### config.mk
export PLATFORM = sky130hd
export DESIGN_NAME = uart_rx_cfg
export DESIGN_NICKNAME = d
export VERILOG_FILES = /design/src/rtl/uart_pkg.sv /design/src/rtl/uart_rx_sync.sv /design/src/rtl/uart_rx_cfg.sv
export SDC_FILE = /design/constraint.sdc
export NUM_CORES = 1
export LEC_CHECK = 0
export BUFFER_PORTS_ARGS = -buffer_cell sky130_fd_sc_hd__buf_2
export CORE_MARGIN = 2
export CORE_UTILIZATION = 62
export DETAILED_ROUTE_END_ITERATION = 6
export GPL_ROUTABILITY_DRIVEN = 1
export PLACE_DENSITY = 0.83
export RECOVER_POWER = 100
export SLEW_MARGIN = 30
export SYNTH_ARGS = -nofsm -noshare
export SYNTH_HDL_FRONTEND = slang
export SYNTH_SLANG_ARGS = --single-unit
### constraint.sdc
create_clock -name clk -period 4.2 [get_ports clk]
set_input_delay 0 -clock clk [delete_from_list [all_inputs] [get_ports clk]]
set_output_delay 0 -clock clk [all_outputs]
set_load 0.05 [all_outputs]
### src/rtl/uart_pkg.sv
// uart_pkg: shared types, legal parameter limits and counter sizing for the UART receiver.
package uart_pkg;

    typedef enum logic [2:0] {
        IDLE   = 3'd0,
        START  = 3'd1,
        DATA   = 3'd2,
        PARITY = 3'd3,
        STOP   = 3'd4
    } rx_state_e;

    localparam int DATA_BITS_MIN  = 5;
    localparam int DATA_BITS_MAX  = 9;
    localparam int OVERSAMPLE_MIN = 8;
    localparam int STOP_BITS_MIN  = 1;
    localparam int STOP_BITS_MAX  = 2;

    // Width of a counter holding values 0..n-1; never narrower than one bit.
    function automatic int cnt_width(input int n);
        return (n <= 2) ? 1 : $clog2(n);
    endfunction

endpackage

### src/rtl/uart_rx_sync.sv
// uart_rx_sync: two-flop synchroniser for the serial line plus a falling-edge detector.
// Every flop resets high so an idle line never produces a spurious edge.
module uart_rx_sync (
    input  logic clk,
    input  logic resetn,
    input  logic rx,
    output logic rx_s,
    output logic rx_fall
);
    logic [1:0] sync_q;
    logic       prev_q;

    // Metastability chain followed by the previous-value register for edge detection.
    always_ff @(posedge clk or negedge resetn) begin
        if (!resetn) begin
            sync_q <= 2'b11;
            prev_q <= 1'b1;
        end else begin
            sync_q <= {sync_q[0], rx};
            prev_q <= sync_q[1];
        end
    end

    assign rx_s    = sync_q[1];
    assign rx_fall = prev_q & ~sync_q[1];

endmodule

### src/rtl/uart_rx_cfg.sv
// uart_rx_cfg: oversampling UART receiver with configurable word width and stop bits.
// Optional parity bit and checking: define UART_RX_PARITY_EN.
module uart_rx_cfg
    import uart_pkg::*;
#(
    parameter int DATA_BITS  = 8,
    parameter int OVERSAMPLE = 16,
    parameter int STOP_BITS  = 1
) (
    input  logic                 clk,
    input  logic                 resetn,
    input  logic                 b_tick,
    input  logic                 rx,
`ifdef UART_RX_PARITY_EN
    input  logic                 parity_odd,
`endif
    output logic                 rx_done,
    output logic [DATA_BITS-1:0] dout,
    output logic                 frame_err,
    output logic                 parity_err,
    output logic                 break_det,
    output logic                 busy
);
    localparam int TW = cnt_width(OVERSAMPLE);
    localparam int BW = cnt_width(DATA_BITS + 1);
    localparam logic [TW-1:0] TICK_MID  = TW'(OVERSAMPLE / 2 - 1);
    localparam logic [TW-1:0] TICK_LAST = TW'(OVERSAMPLE - 1);
    localparam logic [BW-1:0] DATA_LAST = BW'(DATA_BITS - 1);
    localparam logic [BW-1:0] STOP_LAST = BW'(STOP_BITS - 1);

    if (DATA_BITS < DATA_BITS_MIN || DATA_BITS > DATA_BITS_MAX ||
        OVERSAMPLE < OVERSAMPLE_MIN || (OVERSAMPLE % 2) != 0 ||
        STOP_BITS < STOP_BITS_MIN || STOP_BITS > STOP_BITS_MAX) begin : g_bad_params
        $error("uart_rx_cfg: illegal parameter set");
    end

    logic rx_s, rx_fall;

    uart_rx_sync u_sync (
        .clk     (clk),
        .resetn  (resetn),
        .rx      (rx),
        .rx_s    (rx_s),
        .rx_fall (rx_fall)
    );

    rx_state_e            state_q;
    logic [TW-1:0]        tick_q;
    logic [BW-1:0]        idx_q;
    logic [DATA_BITS-1:0] shift_q;
    logic [DATA_BITS-1:0] dout_q;
    logic                 ferr_acc_q;   // a stop sample before the last one was 0
    logic                 ones_q;       // some sampled bit of this frame was 1
    logic                 rx_done_q;
    logic                 frame_err_q;
    logic                 break_q;
`ifdef UART_RX_PARITY_EN
    logic                 perr_acc_q;
    logic                 parity_err_q;
`endif

    // Tick that lands mid start bit, and tick that closes a full bit period.
    logic tick_mid_d, tick_bit_d;
    assign tick_mid_d = b_tick && (tick_q == TICK_MID);
    assign tick_bit_d = b_tick && (tick_q == TICK_LAST);

    // Frame FSM: counts ticks, samples bits and loads the held result registers on completion.
    always_ff @(posedge clk or negedge resetn) begin
        if (!resetn) begin
            state_q     <= IDLE;
            tick_q      <= '0;
            idx_q       <= '0;
            shift_q     <= '0;
            dout_q      <= '0;
            ferr_acc_q  <= 1'b0;
            ones_q      <= 1'b0;
            rx_done_q   <= 1'b0;
            frame_err_q <= 1'b0;
            break_q     <= 1'b0;
`ifdef UART_RX_PARITY_EN
            perr_acc_q   <= 1'b0;
            parity_err_q <= 1'b0;
`endif
        end else begin
            rx_done_q <= 1'b0;
            case (state_q)
                IDLE: begin
                    if (rx_fall) begin
                        state_q <= START;
                        tick_q  <= '0;
                    end
                end
                START: begin
                    if (tick_mid_d) begin
                        tick_q <= '0;
                        idx_q  <= '0;
                        if (!rx_s) begin
                            state_q    <= DATA;
                            ferr_acc_q <= 1'b0;
                            ones_q     <= 1'b0;
                        end else begin
                            state_q <= IDLE;    // false start, nothing reported
                        end
                    end else if (b_tick) begin
                        tick_q <= tick_q + 1'b1;
                    end
                end
                DATA: begin
                    if (tick_bit_d) begin
                        shift_q <= {rx_s, shift_q[DATA_BITS-1:1]};
                        ones_q  <= ones_q | rx_s;
                        tick_q  <= '0;
                        if (idx_q == DATA_LAST) begin
                            idx_q   <= '0;
`ifdef UART_RX_PARITY_EN
                            state_q <= PARITY;
`else
                            state_q <= STOP;
`endif
                        end else begin
                            idx_q <= idx_q + 1'b1;
                        end
                    end else if (b_tick) begin
                        tick_q <= tick_q + 1'b1;
                    end
                end
`ifdef UART_RX_PARITY_EN
                PARITY: begin
                    if (tick_bit_d) begin
                        perr_acc_q <= (^shift_q) ^ rx_s ^ parity_odd;
                        ones_q     <= ones_q | rx_s;
                        tick_q     <= '0;
                        idx_q      <= '0;
                        state_q    <= STOP;
                    end else if (b_tick) begin
                        tick_q <= tick_q + 1'b1;
                    end
                end
`endif
                STOP: begin
                    if (tick_bit_d) begin
                        tick_q <= '0;
                        if (idx_q == STOP_LAST) begin
                            // Finish mid stop bit so the next start edge is never missed.
                            state_q     <= IDLE;
                            idx_q       <= '0;
                            rx_done_q   <= 1'b1;
                            dout_q      <= shift_q;
                            frame_err_q <= ferr_acc_q | ~rx_s;
                            break_q     <= ~(ones_q | rx_s);
`ifdef UART_RX_PARITY_EN
                            parity_err_q <= perr_acc_q;
`endif
                        end else begin
                            ferr_acc_q <= ferr_acc_q | ~rx_s;
                            ones_q     <= ones_q | rx_s;
                            idx_q      <= idx_q + 1'b1;
                        end
                    end else if (b_tick) begin
                        tick_q <= tick_q + 1'b1;
                    end
                end
                default: state_q <= IDLE;
            endcase
        end
    end

    assign rx_done   = rx_done_q;
    assign dout      = dout_q;
    assign frame_err = frame_err_q;
    assign break_det = break_q;
    assign busy      = (state_q != IDLE);
`ifdef UART_RX_PARITY_EN
    assign parity_err = parity_err_q;
`else
    assign parity_err = 1'b0;
`endif

endmodule

# == Yosys cells after proc, flatten, opt, wreduce, memory -nomap -nowiden ==
# Index checks and enable logic that the tools add are counted.
# word_totals
input_bits,4
output_inout_bits,13
register_bits,35
wordCells,80
# op_classes
n_reduce_logical,16
eq_ne,14
mux,31
add_sub_neg,2
bitwise,5
# ops
cell,count
two-way mux 4 bit,9
case mux 4 bit (3 select lines),2
two-way mux 3 bit,6
"inequality test 2 bit, second input constant",8
case mux 3 bit (4 select lines),1
AND reduction 6 bit,2
two-way mux 1 bit,10
nonzero test 3 bit,3
"adder 4 x 1 -> 4 bit, second input constant",2
"equality test 4 x 3 -> 1 bit, second input constant",2
AND reduction 5 bit,1
"equality test 4 bit, second input constant",1
zero test 4 bit,1
AND reduction 2 bit,2
AND reduction 4 bit,1
"equality test 3 x 1 -> 1 bit, second input constant",1
"equality test 3 x 2 -> 1 bit, second input constant",1
"equality test 3 bit, second input constant",1
zero test 3 bit,1
case mux 1 bit (3 select lines),1
AND reduction 3 bit,1
logical AND 1 bit,2
two-way mux 2 bit,1
NOT 1 bit,2
5 further kinds,6

# == Logic depth before layout (Yosys ltp) ==
# Gate-level depths: netlist of the first run.
# logic_depth
word_depth,5
depth_mapped,7
depth_no_buf,6

# == Hierarchy ==
# A second synthesis of the first run with hierarchy kept.
# unflattened
cells_unflattened,149
hier_area_um2,1712.9
# by_module_without_submodules
mod,instances,area_each_um2,cells_per_inst
uart_rx_cfg,1,1620.3,145
uart_rx_sync,1,92.6,4

# == Worst setup path before layout of the first run ==
# OpenSTA, ideal clock, no wires.
# synth_timing
kind,register to register
startpoint,register idx_q[0]
endpoint,"register break_q, in the netlist break_det"
stages_incl_launch_ff,7
setup_slack_ps,2393
synth_period_minus_slack_ps,1807
setup_ps,125
required_time_ps,4075
arrival_time_ps,1682
cell_sequence,dfrtp_1 > inv_1 > ha_1 > or3b_4 > nor3b_4 > buf_6 > mux2_4
# synth_between
elab_chain_len,2
# synth_rtl
element,line_no,rtl
start: declaration,uart_rx_cfg.sv:49,logic [BW-1:0] idx_q;
start signal: assignment,uart_rx_cfg.sv:121,idx_q <= idx_q + 1'b1;
start signal: assignment,uart_rx_cfg.sv:157,idx_q <= idx_q + 1'b1;
zero test 4 bit,uart_rx_cfg.sv:143,if (idx_q == STOP_LAST) begin
AND reduction 3 bit (no source line),n/a,
end signal: assignment,uart_rx_cfg.sv:150,break_q <= ~(ones_q | rx_s);
end: declaration,uart_rx_cfg.sv:56,logic break_q;
# Every way passes these cells.
# A chain may end at the register's enable or synchronous reset.

# == Worst setup path after layout of the first run ==
# layout_timing
startpoint,register tick_q[0]
endpoint,register shift_q[1]
# layout_between
elab_chain_len,3
# layout_rtl
element,line_no,rtl
start: declaration,uart_rx_cfg.sv:48,logic [TW-1:0] tick_q;
start signal: assignment,uart_rx_cfg.sv:105,tick_q <= tick_q + 1'b1;
start signal: assignment,uart_rx_cfg.sv:124,tick_q <= tick_q + 1'b1;
start signal: assignment,uart_rx_cfg.sv:160,tick_q <= tick_q + 1'b1;
equality test 4 bit,uart_rx_cfg.sv:65,assign tick_bit_d = b_tick && (tick_q == TICK_LAST);
logical AND 1 bit,uart_rx_cfg.sv:65,
AND reduction 2 bit (no source line),n/a,
end signal: assignment,uart_rx_cfg.sv:110,"shift_q <= {rx_s, shift_q[DATA_BITS-1:1]};"
end: declaration,uart_rx_cfg.sv:50,logic [DATA_BITS-1:0] shift_q;
# Every way passes these cells.

==> metrics, run 1 <==
Setup Skew=0.00666 ns; Num CTS Buffers=5; min-delay src=rx; crit path kind=flop to flop; CP arrival=between 2 and 3 ns; Critical Path Slowest Stage Cell=nor3_1; io pins=17; Worst VDD drop=0.000358 V; Critical Path Source=tick_q[0]; first-pass GRT wire length=roughly 5.4 mm; total power=0.808 mW; instance area at placement=0.00184 mm²; hold crit path type=input port to flop; PortBufs=15; worst path buffer plus inverter count=0; max frequency=0.423 GHz; largest net degree at the start of global routing=36; worst skew pair latency=about 0.34 ns; YS warnings=0; clk slew on worst S/H paths=approximately 0.10 ns; Via-to-Cell Ratio=6.23; RePlAce Congestion=0.837; Post-Syn Area per Cell=~12 µm²; endpoint class of the critical path=flop; area share of xor/xnor cells in the synthesized design=0.00987; Seq/Total Area, Yosys=0.496; asr flop ratio synth=1.00; CP Cell Sequence=ha_1, nand3_1, nor3_1, mux2_2; Die Ht=57.5 µm; outcome=finished with violations; post-CTS sizing=0; Hold Buf Count CTS=3; Worst path max stage delay=0.93 ns; syn_nets=152; Hold Fails Final Rpt=0; CTS H-Tree Depth=2; flops & latches, synth=35; die width=57.5 µm; die area=0.00331 mm²; post-route ant nets=0; Placeable Area=0.00273 mm²; Req. time, crit path=about 4.4 ns; CP Max Fanout=8; post-synthesis mux area share=0.123; fillcell total=209; Most Used Layer, Global Route=met2; 1st-pass router iterations=4; Global Route Usage Sum=0.215; met2 usage=0.343; Starting Density=0.649; cells after synthesis=145; final setup fails=0; worst slew pin tran=between 1.5 and 2 ns; DRT Wirelength=3.10 mm; row count=19; Synth Cell Area=roughly 0.0018 mm²; period utilization=0.563; setup TNS=0 ns; layout cells sized above 1=0.164; Primary FF master, synth=dfrtp_1; simple-gate share of the synthesized area=0.170; Setup Buffers After CTS=0; antenna cells=0; via count=1222; failing checks=max-capacitance violations, max-slew violations; CTS tree=yes; Max Cap Viol=1; largest family of logic cells by synthesized area=simple AND/OR/NAND/NOR gates; clk sinks=35; RSZ-0062 raised after global routing=no; CP Launch Type=flop; drc violations=0; PD cells=approximately 440 mW/mm²; fin crit period=2.37 ns; kind of cell adding the most delay to the critical path=simple AND/OR/NAND/NOR gates; Max Slew Vio Count=36; area grow syn2layout=3.88%; global route total overflow=0; adder-cell share of the synthesized area=0.0275; vias in the first global route=1236; final instance area=0.00184 mm²; max_slew headroom=-0.211; hpwl dp=2.22 mm; Root Buffer=clkbuf_4; met3 Use GR=0.0794; Reg-to-Reg Start=tick_q[0]; Iter 0 DRT Violations=26; wire per inst=about 16 µm; met1 Usage GRT=0.263; post-synth cell types=51; Nets=171; Max clock buf depth=2; number of flops mapped to enable cells by yosys=0; post-synthesis compound-gate area fraction=0.127; initial antenna violation count=0; Lkg Pwr=0.875 nW
-- final cells by class --
cell class,count,area [µm²],area share
Tap cell,31,38.8,0.0210
Clock inverter,2,12.5,0.00679
Timing Repair Buffer,18,88.8,0.0482
Clock buffer,6,41.3,0.0224
Multi-Input combinational cell,96,752,0.408
Inverter,8,30.0,0.0163
Sequential cell,35,880,0.477
-- metrics by stage --
step,utilization,instances,worst slack (ns),hold WS [ns]
2_1_floorplan,-,145,2.39,-0.296
5_1_grt,0.674,196,1.66,0.287
3_5_place_dp,0.672,185,2.04,0.107
6_report,0.674,196,1.83,0.295
3_3_place_gp,0.672,185,2.09,0.0956
4_1_cts,0.703,196,2.03,0.267
-- synth_stat cells (2+ instances only) --
library cell / instances / area, µm²
dfrtp_1: 32 / 801
o21ai_0: 5 / 25.0
inv_1: 8 / 30.0
o2bb2ai_1: 4 / 35.0
a31oi_1: 2 / 12.5
dfstp_2: 3 / 78.8
nor3_1: 3 / 15.0
and3_1: 2 / 12.5
nand2b_1: 2 / 12.5
buf_6: 2 / 22.5
nor4bb_1: 2 / 20.0
a21o_1: 2 / 15.0
buf_4: 3 / 22.5
nand2_1: 7 / 26.3
nand3_1: 5 / 25.0
nand3b_1: 2 / 15.0
nor2_1: 7 / 26.3
o21a_1: 2 / 15.0
o22ai_1: 2 / 12.5
nand4_1: 2 / 12.5
ha_1: 3 / 37.5
mux2_2: 10 / 113
mux2_4: 7 / 105
-- kinds of logic after synthesis --
logic type	after synthesis
buffers and inverters	14
AO/OA/AOI/OAI	28
XOR/XNOR	2
adder cells (fa/ha/maj)	4
flip-flops	35
other	1
AND/OR/NAND/NOR	44
multiplexers	17
-- worst reg2reg max path: stages, from the launching register on --
cell and delay [ns]:
dfrtp_1 0.41, ha_1 0.21, nand3_1 0.29, nor3_1 0.93, mux2_2 0.43
-- final timing paths --
| kind | end | slack [ns] | cells past startpoint |
|---|---|---|---|
| setup / recovery | shift_q[1] | 1.83 | 4 |
| hold / removal | u_sync.sync_q[0] | 0.30 | 2 |
| setup reg to reg | shift_q[1] | 1.83 | 4 |
| hold reg to reg | u_sync.sync_q[1] | 0.37 | 0 |
| max in group asynchronous | idx_q[1] | 2.48 | 2 |
| min in group asynchronous | dout[7] | 0.68 | 2 |
-- where the power goes --
group          switching [mW]  internal (mW)
sequential             0.0585          0.370
combinational           0.124         0.0820
clock                   0.110         0.0645
-- per-layer routing --
layer | part of all wire | routed length (µm) | up-vias
met5 | 0 | 0 | -
met4 | 0.020 | 61 | 0
li1 | - | - | 561
met2 | 0.49 | 1530 | 38
met3 | 0.057 | 176 | 9
met1 | 0.43 | 1330 | 614
-- state kept, by name (all words and copies together) (netlist names) --
name and cells:
u_sync.sync_q 2, break_det 1, u_sync.prev_q 1, tick_q 4, ones_q 1, ferr_acc_q 1
rx_done 1, dout 8, state_q 3, frame_err 1, idx_q 4, shift_q 8
-- placed cells by master, fill, tap and decap left out, types with 3 or more instances in the layout --
cell	count
mux2_1	7
inv_1	8
clkbuf_4	5
ha_1	3
dfrtp_1	32
o21ai_0	6
nor3_1	4
mux2_2	10
clkbuf_1	14
nor2_1	7
o2bb2ai_1	4
nand2_1	7
nand3_1	6
dlygate4sd3_1	3
(Power assumes the default switching activity.)
==> run 2, diff against run 1 <==
--- a/config.mk
+++ b/config.mk
@@ -7,10 +7,10 @@
 export LEC_CHECK = 0
 export BUFFER_PORTS_ARGS = -buffer_cell sky130_fd_sc_hd__buf_2
 export CORE_MARGIN = 2
-export CORE_UTILIZATION = 62
+export CORE_UTILIZATION = 52
 export DETAILED_ROUTE_END_ITERATION = 6
 export GPL_ROUTABILITY_DRIVEN = 1
-export PLACE_DENSITY = 0.83
+export PLACE_DENSITY = 0.74
 export RECOVER_POWER = 100
 export SLEW_MARGIN = 30
 export SYNTH_ARGS = -nofsm -noshare
==> constraint.sdc (replaced) <==
create_clock -name clk -period 2.07 [get_ports clk]
set_input_delay 0 -clock clk [delete_from_list [all_inputs] [get_ports clk]]
set_output_delay 0 -clock clk [all_outputs]
set_load 0.05 [all_outputs]
==> run 2 against run 1 <==
Net effect:
- the run now ends clean
- largest cell class unchanged
- die area up 18%
- via count down 4.3%
- design area up 6.7%
- sequential power up 100%
- combinational power up 110%
- critical endpoint is now dout[5]
- sequential share of layout area down 3.0 points
- register-to-register slack worse by 1.7 ns
- hold slack worse by 0.020 ns
- global-route usage down 3.4 points
- count of clock-buffer cells in the layout unchanged
==> metrics, run 2 (synthesis results as in run 1) <==
Placeable Area=0.00331 mm²; layout cells sized above 1=0.210; worst slew pin tran=0.839 ns; P_int=1.30 mW; Num CTS Buffers=5; clock power share=0.317; Setup WS post-layout=0.144 ns; die width=62.4 µm; Nets=173; initial antenna violation count=0; PortBufs=15; RePlAce Congestion=0.865; CP Launch Type=flop; WHS=between 0.2 and 0.3 ns; io pins=17; CP arrival=approximately 2.2 ns; Req. time, crit path=between 2 and 2.5 ns; first-pass GRT wire length=5.49 mm; DRT Wirelength=3.05 mm; clk slew on worst S/H paths=0.11 ns; max_slew headroom=0.441; P_sw=about 0.6 mW; CTS tree=yes; commonest non-fill, non-tap cell in the layout=dfrtp_1; antenna cells=0; Max Cap Viol=0; clk sinks=35; setup TNS=0 ns; crit path kind=flop to flop; PD cells=between 900 and 1000 mW/mm²; met3 WL=104 µm; via count=1169; Comb pwr share=0.228; hpwl dp=2.18 mm; Iter 0 DRT Violations=50; worst slack, placed=0.199 ns; RSZ-0062 raised after global routing=no; area grow syn2layout=10.8%; Via-to-Cell Ratio=5.49; post-route ant nets=0; largest net degree at the start of global routing=36; outcome=finished clean; CTS H-Tree Depth=2; Hold Fails Final Rpt=0; global route total overflow=0; Seq pwr share=0.454; Max Used Layer=met4; most frequent cells in the layout=dfrtp_1 (32), clkbuf_1 (13), mux2_2 (10); row count=21; sw frac=0.319; hold crit path type=input port to asynchronous set/reset pin; CP Max Fanout=12; WL met1=about 1.4 mm; max frequency=a little over 0.5 GHz; post-CTS sizing=0; Lkg Pwr=0.917 nW; Starting Density=0.536; Setup Skew=roughly 0.014 ns; fillcell total=299; wire per inst=~14 µm; worst skew pair latency=0.35 ns; Global Route Usage Sum=0.181; final setup fails=0; die area=0.00390 mm²; Max clock buf depth=2; post-layout util=0.594; Detail Route met2 WL=1.44 mm; period utilization=0.931; Root Buffer=clkbuf_4; 1st-pass router iterations=4; drc violations=0; endpoint class of the critical path=flop; vias in the first global route=1161; Die Ht=62.4 µm; Worst VDD drop=~0.00056 V; Max Slew Vio Count=0; fin crit period=between 1.5 and 2 ns
## run 2: cell count changes in the layout (fill, tap and decap cells not counted), sizes merged
| cell | delta |
|---|---|
| clkinvlp | -1 |
| clkinv | -1 |
| buf | +2 |
| bufinv | +2 |
## run 2: area by class of cell
class | instances | area [µm²] | share of cell area
Timing Repair Buffer | 20 | 118 | 0.0598
Clock inverter | 2 | 60.1 | 0.0306
Clock buffer | 6 | 41.3 | 0.0210
Sequential cell | 35 | 880 | 0.447
Inverter | 8 | 30.0 | 0.0153
Tap cell | 46 | 57.6 | 0.0293
Multi-Input combinational cell | 96 | 779 | 0.397
## run 2: timing repair
action,CTS,global route
buffers inserted,0,0
endpoints found under the hold margin,35,0
hold buffers,3,0
## run 2: layer usage
layer,global-route usage,up-vias
met2,0.288,17
met5,0,-
met1,0.229,574
li1,-,571
met4,0.108,0
met3,0.0378,7
## run 2: final timing paths
check / from / endpoint / slack (ns) / cells past startpoint
worst max register to register: idx_q[0] / dout[5] / 0.14 / 6
worst min register to register: u_sync.sync_q[0] / u_sync.sync_q[1] / 0.37 / 0
min in group clk: rx / u_sync.sync_q[0] / 0.28 / 2
worst min-delay path: resetn / dout[4] / 0.28 / 2
worst max-delay path: idx_q[0] / dout[5] / 0.14 / 6
max in group asynchronous: resetn / rx_done / 1.27 / 2
## run 2: power groups by stage
stage	combinational, mW	sequential (mW)	clock, mW
floorplan	0.409	0.818	0
global placement	0.429	0.879	0
detailed placement	0.444	0.884	0
CTS	0.448	0.870	0.618
global route	0.485	0.887	0.649
finish	0.437	0.869	0.607
## run 2: per-stage QoR
stage	instance area, µm²	total power [mW]	instances
floorplan	1770	1.23	145
global placement	1880	1.31	202
detailed placement	1880	1.33	202
CTS	2020	1.94	213
global route	1970	2.02	213
finish	1970	1.91	213
## run 2: critical path: stages (launching register included)
cell and delay [ns]:
dfrtp_1 0.42, inv_1 0.09, ha_1 0.13, or3b_1 0.43, nor3b_4 0.24, buf_12 0.16
mux2_1 0.33
